[config.mk]
export PLATFORM = sky130hd
export DESIGN_NAME = boot_loader_flat
export DESIGN_NICKNAME = d
export VERILOG_FILES = /design/src/rtl/boot_pkg.sv /design/src/rtl/boot_loader_if.sv /design/src/rtl/boot_loader.sv /design/src/flat_wrapper.sv
export SDC_FILE = /design/constraint.sdc
export NUM_CORES = 1
export LEC_CHECK = 0
export BUFFER_PORTS_ARGS = -buffer_cell sky130_fd_sc_hd__buf_2
export CAP_MARGIN = 20
export CORE_ASPECT_RATIO = 1.75
export CORE_MARGIN = 2
export CORE_UTILIZATION = 45
export CTS_CLUSTER_DIAMETER = 80
export DETAILED_ROUTE_END_ITERATION = 12
export GPL_TIMING_DRIVEN = 0
export PLACE_DENSITY = 0.7
export SLEW_MARGIN = 40
export SYNTH_ARGS = -nofsm -noshare
export SYNTH_HDL_FRONTEND = slang
export SYNTH_SLANG_ARGS = --single-unit
[constraint.sdc]
create_clock -name romclk -period 3.4 [get_ports romclk]
set_clock_uncertainty 0.15 [all_clocks]
set_input_delay 0.68 -clock romclk [delete_from_list [all_inputs] [get_ports romclk]]
set_output_delay 0.68 -clock romclk [all_outputs]
set_load 0.02 [all_outputs]
[src/rtl/boot_pkg.sv]
// ============================================================================
// boot_pkg : shared types and constants for the boot-time ROM-to-RAM copier
// Rev 1.0
// ============================================================================
`default_nettype none

package boot_pkg;

  localparam int ROM_WORDS = 16;
  localparam int ROM_AW    = 4;
  localparam int BOOT_BASE = 0;

  typedef enum logic [1:0] {
    IDLE = 2'd0,
    RD   = 2'd1,
    WR   = 2'd2,
    DONE = 2'd3
  } state_e;

endpackage

`default_nettype wire

[src/rtl/boot_loader_if.sv]
// ============================================================================
// boot_loader_if : boot ROM read port and RAM write port seen by the copier
// Rev 1.0
// ============================================================================
`default_nettype none

interface boot_loader_if #(
  parameter int RAM_AW = 12
) ();

  logic                        rom_cs;
  logic                        rom_we;
  logic [boot_pkg::ROM_AW-1:0] rom_addr;
  logic [15:0]                 rom_din;
  logic [15:0]                 rom_dout;

  logic                        ram_cs;
  logic                        ram_we;
  logic [RAM_AW-1:0]           ram_addr;
  logic [15:0]                 ram_din;
  logic                        ram_wait;

  modport master (
    output rom_cs, rom_we, rom_addr, rom_din,
    input  rom_dout,
    output ram_cs, ram_we, ram_addr, ram_din,
    input  ram_wait
  );

  modport slave (
    input  rom_cs, rom_we, rom_addr, rom_din,
    output rom_dout,
    input  ram_cs, ram_we, ram_addr, ram_din,
    output ram_wait
  );

endinterface

`default_nettype wire

[src/rtl/boot_loader.sv]
// ============================================================================
// boot_loader : copies the boot ROM into RAM while holding the CPU in halt
// Rev 1.0
// ============================================================================
`default_nettype none

module boot_loader
  import boot_pkg::*;
#(
  parameter int WORDS      = ROM_WORDS,
  parameter int RAM_AW     = 12,
  parameter int BASE       = BOOT_BASE,
  parameter bit AUTO_START = 1'b1
) (
  input  logic                 romclk,
  input  logic                 rst,
  input  logic                 start,
  boot_loader_if.master        bus,
  output logic                 cpu_halt,
  output logic                 busy,
  output logic                 done,
  output logic [15:0]          checksum
);

  localparam logic [ROM_AW-1:0] LAST_IDX  = ROM_AW'(WORDS - 1);
  localparam logic [RAM_AW-1:0] BASE_ADDR = RAM_AW'(BASE);

  state_e              state_q, state_d;
  logic [ROM_AW-1:0]   index_q, index_d;
  logic [15:0]         data_q, data_d;
  logic [15:0]         checksum_q, checksum_d;
  logic                rom_cs_q, rom_cs_d;
  logic [ROM_AW-1:0]   rom_addr_q, rom_addr_d;
  logic                ram_cs_q, ram_cs_d;
  logic [RAM_AW-1:0]   ram_addr_q, ram_addr_d;
  logic [15:0]         ram_din_q, ram_din_d;
  logic                busy_q, busy_d;
  logic                halt_q, halt_d;
  logic                done_q, done_d;

  always_comb begin
    state_d    = state_q;
    index_d    = index_q;
    data_d     = data_q;
    checksum_d = checksum_q;

    unique case (state_q)
      IDLE: begin
        if (AUTO_START || start) begin
          state_d    = RD;
          index_d    = '0;
          checksum_d = '0;
        end
      end
      RD: begin
        data_d  = bus.rom_dout;
        state_d = WR;
      end
      WR: begin
        if (!bus.ram_wait) begin
          checksum_d = checksum_q + data_q;
          if (index_q == LAST_IDX) begin
            state_d = DONE;
          end else begin
            index_d = index_q + ROM_AW'(1);
            state_d = RD;
          end
        end
      end
      DONE: begin
        if (start) begin
          state_d    = RD;
          index_d    = '0;
          checksum_d = '0;
        end
      end
      default: state_d = IDLE;
    endcase

    // Outputs are decoded from the next state so they are registered yet
    // line up with the state they belong to.
    rom_cs_d   = (state_d == RD);
    rom_addr_d = rom_cs_d ? index_d : rom_addr_q;
    ram_cs_d   = (state_d == WR);
    ram_addr_d = ram_cs_d ? (BASE_ADDR + RAM_AW'(index_d)) : ram_addr_q;
    ram_din_d  = ram_cs_d ? data_d : ram_din_q;
    busy_d     = rom_cs_d || ram_cs_d;
    halt_d     = (state_d != DONE);
    done_d     = (state_d == DONE);
  end

  always_ff @(posedge romclk or posedge rst) begin
    if (rst) begin
      state_q    <= IDLE;
      index_q    <= '0;
      data_q     <= '0;
      checksum_q <= '0;
      rom_cs_q   <= 1'b0;
      rom_addr_q <= '0;
      ram_cs_q   <= 1'b0;
      ram_addr_q <= '0;
      ram_din_q  <= '0;
      busy_q     <= 1'b0;
      halt_q     <= 1'b1;
      done_q     <= 1'b0;
    end else begin
      state_q    <= state_d;
      index_q    <= index_d;
      data_q     <= data_d;
      checksum_q <= checksum_d;
      rom_cs_q   <= rom_cs_d;
      rom_addr_q <= rom_addr_d;
      ram_cs_q   <= ram_cs_d;
      ram_addr_q <= ram_addr_d;
      ram_din_q  <= ram_din_d;
      busy_q     <= busy_d;
      halt_q     <= halt_d;
      done_q     <= done_d;
    end
  end

  assign bus.rom_cs   = rom_cs_q;
  assign bus.rom_we   = 1'b0;
  assign bus.rom_addr = rom_addr_q;
  assign bus.rom_din  = '0;
  assign bus.ram_cs   = ram_cs_q;
  assign bus.ram_we   = ram_cs_q;
  assign bus.ram_addr = ram_addr_q;
  assign bus.ram_din  = ram_din_q;

  assign cpu_halt = halt_q;
  assign busy     = busy_q;
  assign done     = done_q;
  assign checksum = checksum_q;

endmodule

`default_nettype wire

[src/flat_wrapper.sv]
// flat-port wrapper written by rule: the top's interface ports become plain ports
module boot_loader_flat import boot_pkg::*;
#(
  parameter int WORDS      = ROM_WORDS,
  parameter int RAM_AW     = 12,
  parameter int BASE       = BOOT_BASE,
  parameter bit AUTO_START = 1'b1
)
  (romclk, rst, start, cpu_halt, busy, done, checksum, bus_rom_cs, bus_rom_we, bus_rom_addr, bus_rom_din, bus_rom_dout, bus_ram_cs, bus_ram_we, bus_ram_addr, bus_ram_din, bus_ram_wait);
  boot_loader_if #(.RAM_AW(RAM_AW)) bus_i ();
  input  logic romclk;
  input  logic rst;
  input  logic start;
  output logic cpu_halt;
  output logic busy;
  output logic done;
  output logic [15:0] checksum;
  output wire logic [$bits(bus_i.rom_cs)-1:0] bus_rom_cs;
  output wire logic [$bits(bus_i.rom_we)-1:0] bus_rom_we;
  output wire logic [$bits(bus_i.rom_addr)-1:0] bus_rom_addr;
  output wire logic [$bits(bus_i.rom_din)-1:0] bus_rom_din;
  input wire logic [$bits(bus_i.rom_dout)-1:0] bus_rom_dout;
  output wire logic [$bits(bus_i.ram_cs)-1:0] bus_ram_cs;
  output wire logic [$bits(bus_i.ram_we)-1:0] bus_ram_we;
  output wire logic [$bits(bus_i.ram_addr)-1:0] bus_ram_addr;
  output wire logic [$bits(bus_i.ram_din)-1:0] bus_ram_din;
  input wire logic [$bits(bus_i.ram_wait)-1:0] bus_ram_wait;
  assign bus_rom_cs = bus_i.rom_cs;
  assign bus_rom_we = bus_i.rom_we;
  assign bus_rom_addr = bus_i.rom_addr;
  assign bus_rom_din = bus_i.rom_din;
  assign bus_i.rom_dout = bus_rom_dout;
  assign bus_ram_cs = bus_i.ram_cs;
  assign bus_ram_we = bus_i.ram_we;
  assign bus_ram_addr = bus_i.ram_addr;
  assign bus_ram_din = bus_i.ram_din;
  assign bus_i.ram_wait = bus_ram_wait;
  boot_loader #(.WORDS(WORDS), .RAM_AW(RAM_AW), .BASE(BASE), .AUTO_START(AUTO_START)) u_core (.romclk(romclk), .rst(rst), .start(start), .bus(bus_i), .cpu_halt(cpu_halt), .busy(busy), .done(done), .checksum(checksum));
endmodule
**After elaboration in Yosys (flattened, before gate mapping)**

Index checks and enable logic that the tools add are counted.

- Bits of input ports: 20
- Flip-flop bits (word level): 67
- Output and inout bits: 71
- Logic and storage cells: 40

- Reduce and logical (&&, ||, !) cells: 4
- Eq/ne operators: 10
- Mux-type cells: 12
- $add $sub $neg: 2

Operators by type and width:

| kind | number |
|---|---|
| 16-bit two-way mux | 3 |
| 16-bit case mux with 3 select lines | 1 |
| 16-bit adder | 1 |
| 4-bit two-way mux | 3 |
| 4-bit case mux with 3 select lines | 1 |
| 2-bit equality test (second input constant) | 4 |
| 2-bit case mux with 4 select lines | 1 |
| 2-bit two-way mux | 3 |
| 2-bit inequality test (second input constant) | 3 |
| 4-bit by 1-bit adder with 4-bit output (second input constant) | 1 |
| 2-bit by 1-bit equality test with 1-bit output (second input constant) | 2 |
| 4-bit equality test (second input constant) | 1 |
| 3-bit AND reduction | 1 |
| 3-bit nonzero test | 1 |
| 2-bit zero test | 1 |
| 1-bit logical OR | 1 |

**Depth between registers and ports, before layout**

Gate-level depths: netlist of run 1.

- Depth in word-level cells: 6
- Mapped depth: 9

**Worst setup path before layout of run 1**

No wires, ideal clock.

- Kind: register to register
- Start point: register u_core.checksum_q[0] (netlist: u_core.checksum[0])
- End point: register u_core.checksum_q[8] (netlist: u_core.checksum[8])
- Arrival time: 2188 ps
- Path slack: 940 ps
- Stages on the path, launching flop included: 10
- Library setup time: 122 ps
- Cell sequence: dfrtp_1 > ha_1 > inv_1 > fa_1 > nor2b_4 > o31a_1 > o21a_1 > o21a_1 > or3_1 > a32o_1

- Longest elaborated chain between the ends: 3

RTL lines:

| item | line | source |
|---|---|---|
| from (decl) | boot_loader.sv:31 | `logic [15:0] checksum_q, checksum_d;` |
| from (signal assigned) | boot_loader.sv:110 | `checksum_q <= checksum_d;` |
| 16-bit adder | boot_loader.sv:61 | `checksum_d = checksum_q + data_q;` |
| 16-bit two-way mux | boot_loader.sv:60 | `if (!bus.ram_wait) begin` |
| 16-bit case mux with 3 select lines | boot_loader.sv:47 | `unique case (state_q)` |

Every way passes these cells. The select of a mux whose other input is x is not followed.
A chain may end at the register's enable or synchronous reset.

**Worst setup path after layout of run 1**

- Start point: register u_core.index_q[0]
- End point: register u_core.ram_din_q[8] (netlist: u_core.bus.ram_din[8])

- Longest elaborated chain between the ends: 5

RTL lines:

| item | line | source |
|---|---|---|
| from (decl) | boot_loader.sv:29 | `logic [ROM_AW-1:0] index_q, index_d;` |
| from (signal assigned) | boot_loader.sv:108 | `index_q <= index_d;` |
| 4-bit equality test | boot_loader.sv:62 | `if (index_q == LAST_IDX) begin` |
| 2-bit two-way mux | boot_loader.sv:62 |  |
| 2-bit two-way mux | boot_loader.sv:60 |  |
| 2-bit case mux with 4 select lines | boot_loader.sv:47 |  |
| net u_core.state_d[1] | boot_loader.sv:28 | `state_e state_q, state_d;` |
| 2-bit equality test | boot_loader.sv:84 | `ram_cs_d = (state_d == WR);` |
| net u_core.ram_cs_d | boot_loader.sv:34 | `logic ram_cs_q, ram_cs_d;` |
| to (signal assigned) | boot_loader.sv:115 | `ram_din_q <= ram_din_d;` |
| to (decl) | boot_loader.sv:36 | `logic [15:0] ram_din_q, ram_din_d;` |

The timed path passes the listed nets, and every way through them passes these cells.

==> results by group, run 1 <==
Pwr
  • Sequential Power Share: 0.304
  • Clock power share: 0.194
  • Pint: 2.70 mW
  • Total power draw: 4.62 mW
  • Power per Cell Area: 1080 nW/um^2
  • Pleak: 2.18 nW
  • Sw Pwr: 1.91 mW
  • Switching share of power: 0.415
  • Max VDD drop: approximately 680 uV
  • Combinational power share: 0.501

Synthesis
  • Complex-gate fraction of the synthesized area: 0.138
  • Ranking of synthesized cells by area: dfrtp_1 (48%), mux2_2 (11%), ha_1 (6.9%), buf_4 (5.7%), o21ai_0 (3.0%)
  • Mapped cell area: approximately 3400 um^2
  • Xor/xnor share of the synthesized area: 0.0229
  • Register area share after synthesis: 0.486
  • Adder-cell share of the synthesized area: 0.0747
  • Largest family of logic cells by synthesized area: compound AO/OA/AOI/OAI gates
  • Synth top area share: 0.479
  • Mean area per synthesized cell: between 10 and 15 um^2
  • Netlist cell types: 46
  • Primary FF master, synth: dfrtp_1
  • Ys async rst share: 1.00
  • EDFF count, synth: 0
  • Mux contribution to synthesized area: 0.114
  • Syn Inst Count: between 300 and 400
  • Top-count cell post-synth: dfrtp_1
  • #FFs+latches synth: 67
  • Synthesis warning total: 0
  • Post-Synth Simple-Gate Area: 0.0831
  • Synth cell count leaders: dfrtp_1 (66), mux2_2 (35), buf_4 (26)
  • Most area-hungry cell type in the Yosys netlist: dfrtp_1

Critical path
  • CP Max Fanout: 10
  • Cell depth of the worst flop-to-flop path: 6
  • Most frequent CP cell: ha_1
  • Worst-path cell chain: ha_1 -> a31oi_1 -> o21ai_0 -> ha_1 -> clkbuf_1 -> mux2_2
  • FF-to-FF Start: u_core.index_q[0]
  • Critical Path Stages: 6
  • Startpoint Class: register
  • Required time of the critical path: 3.46 ns
  • Reg2reg end: u_core.bus.ram_din[8]
  • Max incr delay on CP: a little over 0.6 ns
  • CP max stage cell: o21ai_0
  • Crit path to: u_core.bus.ram_din[8]
  • CP endpoint kind: register
  • Critical path origin: u_core.index_q[0]
  • Register-to-Register Setup Slack: 0.41 ns
  • Critical path class: reg -> reg
  • Buffers plus inverters on the worst setup path: 1
  • Arr. time, crit path: slightly above 3 ns
  • Top delay family on crit path: compound AO/OA/AOI/OAI gates

Placement
  • I/O Buffers: 65
  • Post-DP HPWL: between 5000 and 6000 um
  • GPL Wtd Cong: 0.913

Floorplanning
  • Die W: 70.2 um
  • Core Region: between 7000 and 8000 um^2
  • Die ar.: about 8400 um^2
  • # rows: between 40 and 50
  • Die span in y: about 120 um
  • Io pins: 91
  • Initial Util: 0.459

Timing
  • Tmin final: around 3.0 ns
  • Relative slew slack: 0.492
  • Worst-Margin Slew: between 0.7 and 0.8 ns
  • Final-report hold violation count: 0
  • Fmax achieved: 335 MHz
  • Period utilisation layout: 0.878
  • Minimum hold slack: 0.190 ns
  • TNS Setup: 0 ns
  • Final setup viols: 0
  • Slew Viols, Final: 0
  • RSZ-0062 raised after global routing: false

CTS
  • H-tree depth: 3
  • Clock slew at reported path FFs: roughly 0.060 ns
  • CTS root buffer: clkbuf_16
  • Post-cts sizing count: 0
  • Post CTS Setup Buffer Count: 0
  • Hold buffer count at cts: 0
  • Sink Count: between 60 and 70
  • Worst-Skew Late Latency: between 0.3 and 0.4 ns
  • CTS tree: yes
  • Clk buf depth: 2
  • Total CTS buffers: 9

Detailed routing
  • DR vias/cell: roughly 5.2
  • Via count: between 2000 and 3000
  • Wirelength, routed: ~7600 um
  • Final ANT Viol Nets: 0
  • Pre-antenna DRT Iters: 4
  • Post-route DRC: 0
  • Routed len/inst: 15.0 um
  • Initial detailed-routing violation count: ~100

Layout
  • Layout cell share with drive strength beyond 1: 0.353
  • Nets: ~450
  • Syn-to-layout area delta: 24.2%
  • Ant. Diodes: 0

Outcome
  • Status: finished, final reports clean

GRT
  • All-Layer GR Usage: 0.193
  • Initial antenna violation count: 0
  • Total grt overflow: 0
  • Pin count of the biggest net entering global routing: 38
  • First-pass GRT wire length: roughly 12000 um
  • Number of global-route vias before repair: around 2600

Job
  • Max Cap Viol: 0

Min path
  • Hold WC Path Type: in -> async
routing by layer:
layer	routed length, um	global-route usage
met1	2840	0.204
met4	189	0.0938
met5	0	0
met2	4230	0.357
met3	357	0.0386
power by group through the flow:
stage,Clock [mW],Sequential [mW],Combinational (mW)
floorplan,0,1.64,1.44
global placement,0,1.40,2.27
detailed placement,0,1.42,2.31
CTS,0.913,1.41,2.33
global route,0.949,1.45,2.54
finish,0.897,1.40,2.31
stage by stage:
stage | instance area [um^2] | utilization | instances | setup WS [ns]
after detailed placement | 4000 | 0.532 | 491 | 0.287
after CTS | 4280 | 0.570 | 507 | 0.409
after global routing | 4280 | 0.570 | 507 | 0.277
after floorplan | 3540 | - | 337 | 0.888
final | 4280 | 0.570 | 507 | 0.414
after global placement | 3980 | 0.529 | 490 | 0.104
sequential cells by signal, indices dropped and copies added (netlist names):
signal               count
u_core.busy              1
u_core.bus.ram_addr      4
u_core.data_q           16
u_core.state_q           2
u_core.bus.rom_addr      4
u_core.checksum         16
u_core.cpu_halt          1
u_core.done              1
u_core.bus.rom_cs        1
u_core.bus.ram_din      16
u_core.index_q           4
u_core.bus.ram_cs        1
logic make-up (layout without fill, tap and decap cells):
group,after synthesis,in the layout
muxes,35,35
and+or+nand+nor,59,59
other,1,25
adders and majority gates,20,20
xor gates and xnor gates,9,9
buffers and inverters,47,129
AOI/OAI and AO/OA,75,75
DFF,67,67
worst min path at each step:
stage                      startpoint                      to  slack, ns  cells after the start
2_1_floorplan        u_core.data_q[0]        u_core.data_q[0]       0.35                      1
3_3_place_gp   u_core.bus.ram_din[10]  u_core.bus.ram_din[10]       0.34                      1
3_5_place_dp   u_core.bus.rom_addr[2]  u_core.bus.rom_addr[2]       0.34                      1
4_1_cts                           rst  u_core.bus.ram_din[10]       0.20                      2
5_1_grt                           rst  u_core.bus.ram_din[11]       0.22                      2
6_report                          rst  u_core.bus.ram_din[11]       0.19                      2
cell type report:
type,instances,area [um^2]
Fill cell,675,3230
Inverter,15,58.8
Clock inverter,5,53.8
Sequential cell,67,1680
Tap cell,88,110
Multi-Input combinational cell,223,1590
Buffer,32,219
Clock buffer,11,233
Timing Repair Buffer,66,345
worst register-to-register path, delay by kind of cell, from the launching register on:
kind | cells | cell delay (ns)
multiplexers | 1 | 0.41
AO/OA/AOI/OAI | 2 | 0.72
buffers and inverters | 1 | 0.56
flip-flops | 1 | 0.38
adder cells (fa/ha/maj) | 2 | 0.65
cell usage in the layout, fill, tap and decap left out, types with 11 or more instances in the layout:
cell type,Yosys,final
o21ai_0,21,21
buf_4,26,26
nand2_1,25,25
inv_1,15,14
mux2_2,35,35
a21oi_1,20,20
conb_1,1,25
ha_1,19,19
dfrtp_1,66,66
buf_2,1,66
nor2_1,11,11
(Power assumes the default switching activity.)
==> run 2: changes to the inputs <==
- ABC_AREA: not set -> 1
- PLACE_DENSITY: 0.7 -> 0.69
- clock period: 3.4 -> 3.8 ns (I/O delays scaled with it)
==> results by group, run 2 <==
Detailed routing
  • Initial detailed-routing violation count: 140 (+37%)
  • Pre-antenna DRT Iters: 4 (unchanged)
  • Via count: 3289 (+26%)
  • Post-route DRC: 0 (unchanged)
  • Met3 WL: 394 um (+10%)
  • Wire length on met2: 4840 um (+14%)
  • Wirelength, routed: 8770 um (+15%)
  • DR vias/cell: 4.90 (-4.9%)
  • M1 wire length: 3340 um (+18%)
  • Final ANT Viol Nets: 0 (unchanged)
  • Routed len/inst: 13.1 um (-13%)
  • Top Metal Used: met4

Layout
  • Register area: 1680 um^2 (unchanged)
  • Most common cell after layout, fill and taps aside: nand2_1
  • Most frequent cells in the layout: nand2_1 (185), buf_2 (66), dfrtp_1 (66)
  • Fill cells: 746 (+11%)
  • Design area: 4480 um^2 (+4.5%)
  • Ant. Diodes: 0 (unchanged)
  • Syn-to-layout area delta: 21.6%
  • Final cell count without fillers: 671 (+32%)
  • Nets: 618 (+36%)
  • Layout cell share with drive strength beyond 1: 0.203 (-0.150)
  • Area of the multi-input gates: 1640 um^2 (+3.4%)

CTS
  • CTS root buffer: clkbuf_16
  • H-tree depth: 3 (unchanged)
  • Clk buf depth: 2 (unchanged)
  • Clock slew at reported path FFs: 0.05 ns (about the same)
  • Sink Count: 67 (unchanged)
  • Hold buffer count at cts: 0 (unchanged)
  • CTS tree: yes
  • Post-cts sizing count: 0 (unchanged)
  • Post CTS Setup Buffer Count: 0 (unchanged)
  • Total CTS buffers: 9 (unchanged)
  • Worst-Skew Late Latency: 0.32 ns (about the same)

Pwr
  • Combinational power share: 0.523 (+0.022)
  • Max VDD drop: 562 uV (-17%)
  • Pleak: 2.63 nW (+20%)
  • Sw Pwr: 1.97 mW (+3.0%)
  • Pint: 2.22 mW (-18%)
  • Clock power share: 0.167 (-0.027)
  • Sequential Power Share: 0.309 (+0.005)
  • Switching share of power: 0.470 (+0.0550)
  • Total power draw: 4.20 mW (-9.0%)
  • Power per Cell Area: 937 nW/um^2 (-13%)

GRT
  • All-Layer GR Usage: 0.211 (+0.0184)
  • Total grt overflow: 0 (unchanged)
  • Number of global-route vias before repair: 3184 (+23%)
  • First-pass GRT wire length: 14400 um (+16%)
  • Pin count of the biggest net entering global routing: 38 (unchanged)
  • Initial antenna violation count: 0 (unchanged)

Timing
  • TNS Setup: 0 ns (unchanged)
  • Final-report hold violation count: 0 (unchanged)
  • Fmax achieved: 349 MHz (+4.3%)
  • RSZ-0062 raised after global routing: false
  • Worst-Margin Slew: 0.559 ns (-0.195 ns)
  • Tmin final: 2.86 ns (-0.124 ns)
  • Slew Viols, Final: 0 (unchanged)
  • Relative slew slack: 0.627 (+0.135)
  • Final setup viols: 0 (unchanged)
  • Period utilisation layout: 0.753 (-0.125)

Floorplanning
  • # rows: 43 (+2.4%)
  • Die span in y: 124 um (+3.2%)
  • Io pins: 91 (unchanged)
  • Initial Util: 0.463 (+0.00356)
  • Core Region: 7960 um^2 (+6.0%)
  • Die ar.: 8950 um^2 (+6.5%)
  • Die W: 72.4 um (+3.1%)

Synthesis
  • Complex-gate fraction of the synthesized area: 0.0734 (-0.0645)
  • Largest family of logic cells by synthesized area: simple AND/OR/NAND/NOR gates
  • Syn Inst Count: 477 (+52%)
  • Ys async rst share: 1.00 (unchanged)
  • Synth top area share: 0.448 (-0.0304)
  • Xor/xnor share of the synthesized area: 0.00476 (-0.0181)
  • EDFF count, synth: 0 (unchanged)
  • Mapped cell area: 3680 um^2 (+6.8%)
  • Synthesis warning total: 0 (unchanged)
  • Top-count cell post-synth: nand2_1
  • #FFs+latches synth: 67 (unchanged)
  • Mean area per synthesized cell: 7.72 um^2 (-30%)
  • Mux contribution to synthesized area: 0 (-0.114)
  • Synth cell count leaders: nand2_1 (185), dfrtp_1 (66), inv_1 (54)
  • Register area share after synthesis: 0.456 (-0.0309)
  • Ranking of synthesized cells by area: dfrtp_1 (45%), nand2_1 (19%), ha_1 (6.5%), buf_4 (5.9%), inv_1 (5.5%)
  • Post-Synth Simple-Gate Area: 0.272 (+0.189)
  • Most area-hungry cell type in the Yosys netlist: dfrtp_1
  • Adder-cell share of the synthesized area: 0.0700 (-0.00475)
  • Primary FF master, synth: dfrtp_1
  • Netlist cell types: 29 (-37%)

Critical path
  • Critical Path Stages: 10 (+4)
  • FF-to-FF Start: u_core.state_q[0]
  • Cell depth of the worst flop-to-flop path: 10 (+4)
  • CP max stage cell: clkbuf_1
  • Critical path class: reg -> reg
  • Worst-path cell chain: inv_1 -> nor2_2 -> buf_4 -> a21oi_1 -> inv_1 -> ha_1 -> clkbuf_1 -> clkbuf_1 -> nor2_1 -> a31oi_1
  • Crit path to: u_core.bus.ram_din[5]
  • Reg2reg end: u_core.bus.ram_din[5]
  • Register-to-Register Setup Slack: 0.94 ns (+0.52 ns)
  • Startpoint Class: register
  • Arr. time, crit path: 2.95 ns (-0.10 ns)
  • CP Max Fanout: 10 (unchanged)
  • Top delay family on crit path: buffers and inverters
  • Critical path origin: u_core.state_q[0]
  • Required time of the critical path: 3.89 ns (+0.43 ns)
  • Buffers plus inverters on the worst setup path: 5 (+4)
  • CP endpoint kind: register
  • Max incr delay on CP: 0.46 ns (-0.16 ns)

Placement
  • GPL Wtd Cong: 0.891 (-2.4%)
  • Placed cell areas: 4230 um^2 (+5.9%)
  • Post-Place Cells: 657 (+34%)
  • I/O Buffers: 65 (unchanged)
  • Post-DP HPWL: 6800 um (+15%)

Job
  • Max Cap Viol: 0 (unchanged)

Outcome
  • Status: finished, final reports clean

Min path
  • Hold WC Path Type: in -> async
## run 2: cell types whose count changed after synthesis, sizes merged, moves of 5 or more
cell and delta:
nor2 +22, nand3 +17, a31oi +17, a21oi -6, mux2 -35, o21ai -10
xnor2 -6, nand2 +160, inv +43, o211ai -5, a21o -6
## run 2: worst min path at each step
stage | start | to | slack [ns] | cells after the start
floorplan | u_core.data_q[0] | u_core.data_q[0] | 0.31 | 2
global placement | u_core.bus.rom_addr[2] | u_core.bus.rom_addr[2] | 0.31 | 2
detailed placement | u_core.bus.ram_addr[2] | u_core.bus.ram_addr[2] | 0.31 | 2
CTS | rst | u_core.busy | 0.32 | 2
global route | u_core.bus.rom_addr[3] | u_core.bus.rom_addr[3] | 0.35 | 2
finish | rst | u_core.data_q[15] | 0.32 | 2
## run 2: layout make-up
| class | instances | area share |
|---|---|---|
| sequential | 67 | 0.375 |
| inverter | 58 | 0.0492 |
| buffer | 34 | 0.0531 |
| timing repair buffer | 66 | 0.0771 |
| clock buffer | 14 | 0.0545 |
| tap | 90 | 0.0251 |
| multi-input combinational | 342 | 0.366 |
## run 2: per-layer routing
layer  up-vias  GRT usage
met5         -          0
met4         0      0.106
met3        12     0.0413
met2        92      0.390
met1      1536      0.223
li1       1649          -
## run 2: kinds of logic (layout without fill, tap and decap cells)
group	after synthesis	in the layout
adders and majority gates	20	20
AOI/OAI and AO/OA	45	45
and+or+nand+nor	250	250
buffers and inverters	92	172
other	1	25
xor gates and xnor gates	2	2
DFF	67	67
## run 2: through the flow
step	hold slack [ns]	util	setup slack (ns)
3_5_place_dp	0.310	0.532	0.815
6_report	0.319	0.562	0.938
3_3_place_gp	0.309	0.529	0.369
4_1_cts	0.318	0.562	0.904
5_1_grt	0.354	0.562	0.693
2_1_floorplan	0.315	-	1.21
## run 2: power groups by stage
stage          clock (mW)  combinational (mW)  sequential [mW]
4_1_cts             0.725                2.21             1.30
5_1_grt             0.750                2.49             1.33
6_report            0.703                2.20             1.30
3_5_place_dp            0                2.20             1.30
3_3_place_gp            0                2.15             1.29
2_1_floorplan           0                1.32             1.52
==> run 3: changes to the inputs <==
- clock period: 3.8 -> 2.8 ns (I/O delays scaled with it)
==> results by group, run 3 (synthesis results as in run 2) <==
Outcome
  • Status: finished, final reports clean

Floorplanning
  • # rows: 43 (unchanged)
  • Io pins: 91 (unchanged)
  • Die W: 72.4 um (unchanged)
  • Initial Util: 0.463 (unchanged)
  • Die ar.: 8950 um^2 (unchanged)
  • Die span in y: 124 um (unchanged)
  • Core Region: 7960 um^2 (unchanged)

Pwr
  • Sw Pwr: 2.67 mW (+35%)
  • Power per Cell Area: 1270 nW/um^2 (+36%)
  • Pint: 3.03 mW (+36%)
  • Total power draw: 5.70 mW (+36%)
  • Clock power share: 0.168 (about the same)
  • Switching share of power: 0.469 (-0.000975)
  • Max VDD drop: 762 uV (+36%)
  • Pleak: 2.64 nW (+0.35%)
  • Combinational power share: 0.523 (about the same)
  • Sequential Power Share: 0.309 (about the same)

Layout
  • Nets: 617 (-0.16%)
  • Final cell count without fillers: 670 (-0.15%)
  • Most frequent cells in the layout: nand2_1 (185), buf_2 (67), dfrtp_1 (66)
  • Layout cell share with drive strength beyond 1: 0.209 (+0.00552)
  • Design area: 4480 um^2 (unchanged)
  • Ant. Diodes: 0 (unchanged)
  • Area of the multi-input gates: 1640 um^2 (unchanged)
  • Syn-to-layout area delta: 21.6% (unchanged)
  • Fill cells: 743 (-0.40%)
  • Register area: 1680 um^2 (unchanged)
  • Most common cell after layout, fill and taps aside: nand2_1

Detailed routing
  • Routed len/inst: 13.1 um (+0.15%)
  • Initial detailed-routing violation count: 160 (+14%)
  • Wire length on met2: 4840 um (about the same)
  • Pre-antenna DRT Iters: 4 (unchanged)
  • Post-route DRC: 0 (unchanged)
  • Met3 WL: 328 um (-17%)
  • DR vias/cell: 4.86 (-0.79%)
  • Final ANT Viol Nets: 0 (unchanged)
  • M1 wire length: 3400 um (+1.9%)
  • Top Metal Used: met4
  • Via count: 3258 (-0.94%)
  • Wirelength, routed: 8770 um (unchanged)

GRT
  • First-pass GRT wire length: 14400 um (about the same)
  • All-Layer GR Usage: 0.211 (-0.000339)
  • Total grt overflow: 0 (unchanged)
  • Initial antenna violation count: 0 (unchanged)
  • Number of global-route vias before repair: 3185 (+0.031%)
  • Pin count of the biggest net entering global routing: 38 (unchanged)

Timing
  • Tmin final: 2.55 ns (-0.312 ns)
  • Fmax achieved: 392 MHz (+12%)
  • Slew Viols, Final: 0 (unchanged)
  • Final setup viols: 0 (unchanged)
  • Period utilisation layout: 0.911 (+0.158)
  • RSZ-0062 raised after global routing: false
  • Final-report hold violation count: 0 (unchanged)

CTS
  • CTS root buffer: clkbuf_16
  • Sink Count: 67 (unchanged)
  • Clock slew at reported path FFs: 0.05 ns (about the same)
  • Clk buf depth: 2 (unchanged)
  • Worst-Skew Late Latency: 0.32 ns (about the same)
  • Post CTS Setup Buffer Count: 0 (unchanged)
  • Hold buffer count at cts: 0 (unchanged)
  • H-tree depth: 3 (unchanged)
  • CTS tree: yes
  • Total CTS buffers: 9 (unchanged)

Placement
  • Post-Place Cells: 657 (unchanged)
  • Placed cell areas: 4230 um^2 (unchanged)
  • I/O Buffers: 65 (unchanged)
  • Post-DP HPWL: 6800 um (unchanged)
  • GPL Wtd Cong: 0.891 (unchanged)

Critical path
  • FF-to-FF Start: u_core.state_q[0]
  • Required time of the critical path: 2.89 ns (-1.00 ns)
  • Register-to-Register Setup Slack: 0.25 ns (-0.69 ns)
  • CP endpoint kind: register
  • Critical path class: reg -> reg
  • Reg2reg end: u_core.bus.ram_din[2]
  • Startpoint Class: register
  • Critical path origin: u_core.state_q[0]
  • Cell depth of the worst flop-to-flop path: 9 (-1)
  • CP Max Fanout: 11 (+1)
  • Arr. time, crit path: 2.64 ns (-0.31 ns)

Job
  • Max Cap Viol: 0 (unchanged)

Min path
  • Hold WC Path Type: in -> async
## run 3: cell types whose count changed in the layout (fill, tap and decap cells not counted)
cell,before,now
buf_1,1,0
clkbuf_2,0,2
clkbuf_1,8,5
buf_2,66,67
## run 3: area by class of cell
class | count | share of cell area
Buffer | 33 | 0.0531
Clock buffer | 14 | 0.0545
Inverter | 58 | 0.0492
Multi-Input combinational cell | 342 | 0.366
Sequential cell | 67 | 0.375
Tap cell | 90 | 0.0251
Timing Repair Buffer | 66 | 0.0771
## run 3: worst max-delay path, cell delays in order, from the launching register on
cell	delay, ns
dfrtp_1	0.38
inv_1	0.08
nor2_2	0.37
buf_4	0.27
a21oi_1	0.11
inv_1	0.09
ha_1	0.44
clkbuf_2	0.34
nor2_1	0.08
a31oi_1	0.15
## run 3: worst max-delay path by stage
stage	end	slack [ns]	cells past startpoint
floorplan	u_core.bus.ram_addr[0]	0.41	1
global placement	u_core.checksum[4]	-0.43	2
detailed placement	u_core.bus.ram_din[2]	-0.07	10
CTS	u_core.bus.ram_din[2]	0.05	10
global route	u_core.bus.ram_din[7]	0.03	9
finish	u_core.bus.ram_din[2]	0.25	9
## run 3: per-layer routing
layer / vias to the layer above / track usage
met5: - / 0
met4: 0 / 0.106
met3: 12 / 0.0413
met2: 82 / 0.390
met1: 1518 / 0.223
li1: 1646 / -
## run 3: metrics by stage
stage                     worst slack, ns  TNS (ns)  hold slack (ns)  utilization
after global routing               0.0338         0            0.159        0.562
after global placement             -0.431    -28.19            0.309        0.529
final                               0.250         0            0.119        0.562
after floorplan                     0.408         0            0.315            -
after detailed placement          -0.0685    -0.463            0.310        0.532
after CTS                          0.0523         0            0.118        0.563
## run 3: power groups by stage
stage               clock network [mW]  logic, mW  registers [mW]
finish                           0.956       2.98            1.76
global route                      1.02       3.39            1.81
CTS                              0.983       3.01            1.76
detailed placement                   0       2.98            1.77
global placement                     0       2.91            1.75
floorplan                            0       1.79            2.07
## run 3: repair_timing
action,in CTS,in global routing
gates resized for setup,3,0
endpoints found under the setup margin,15,14
cloned,0,0
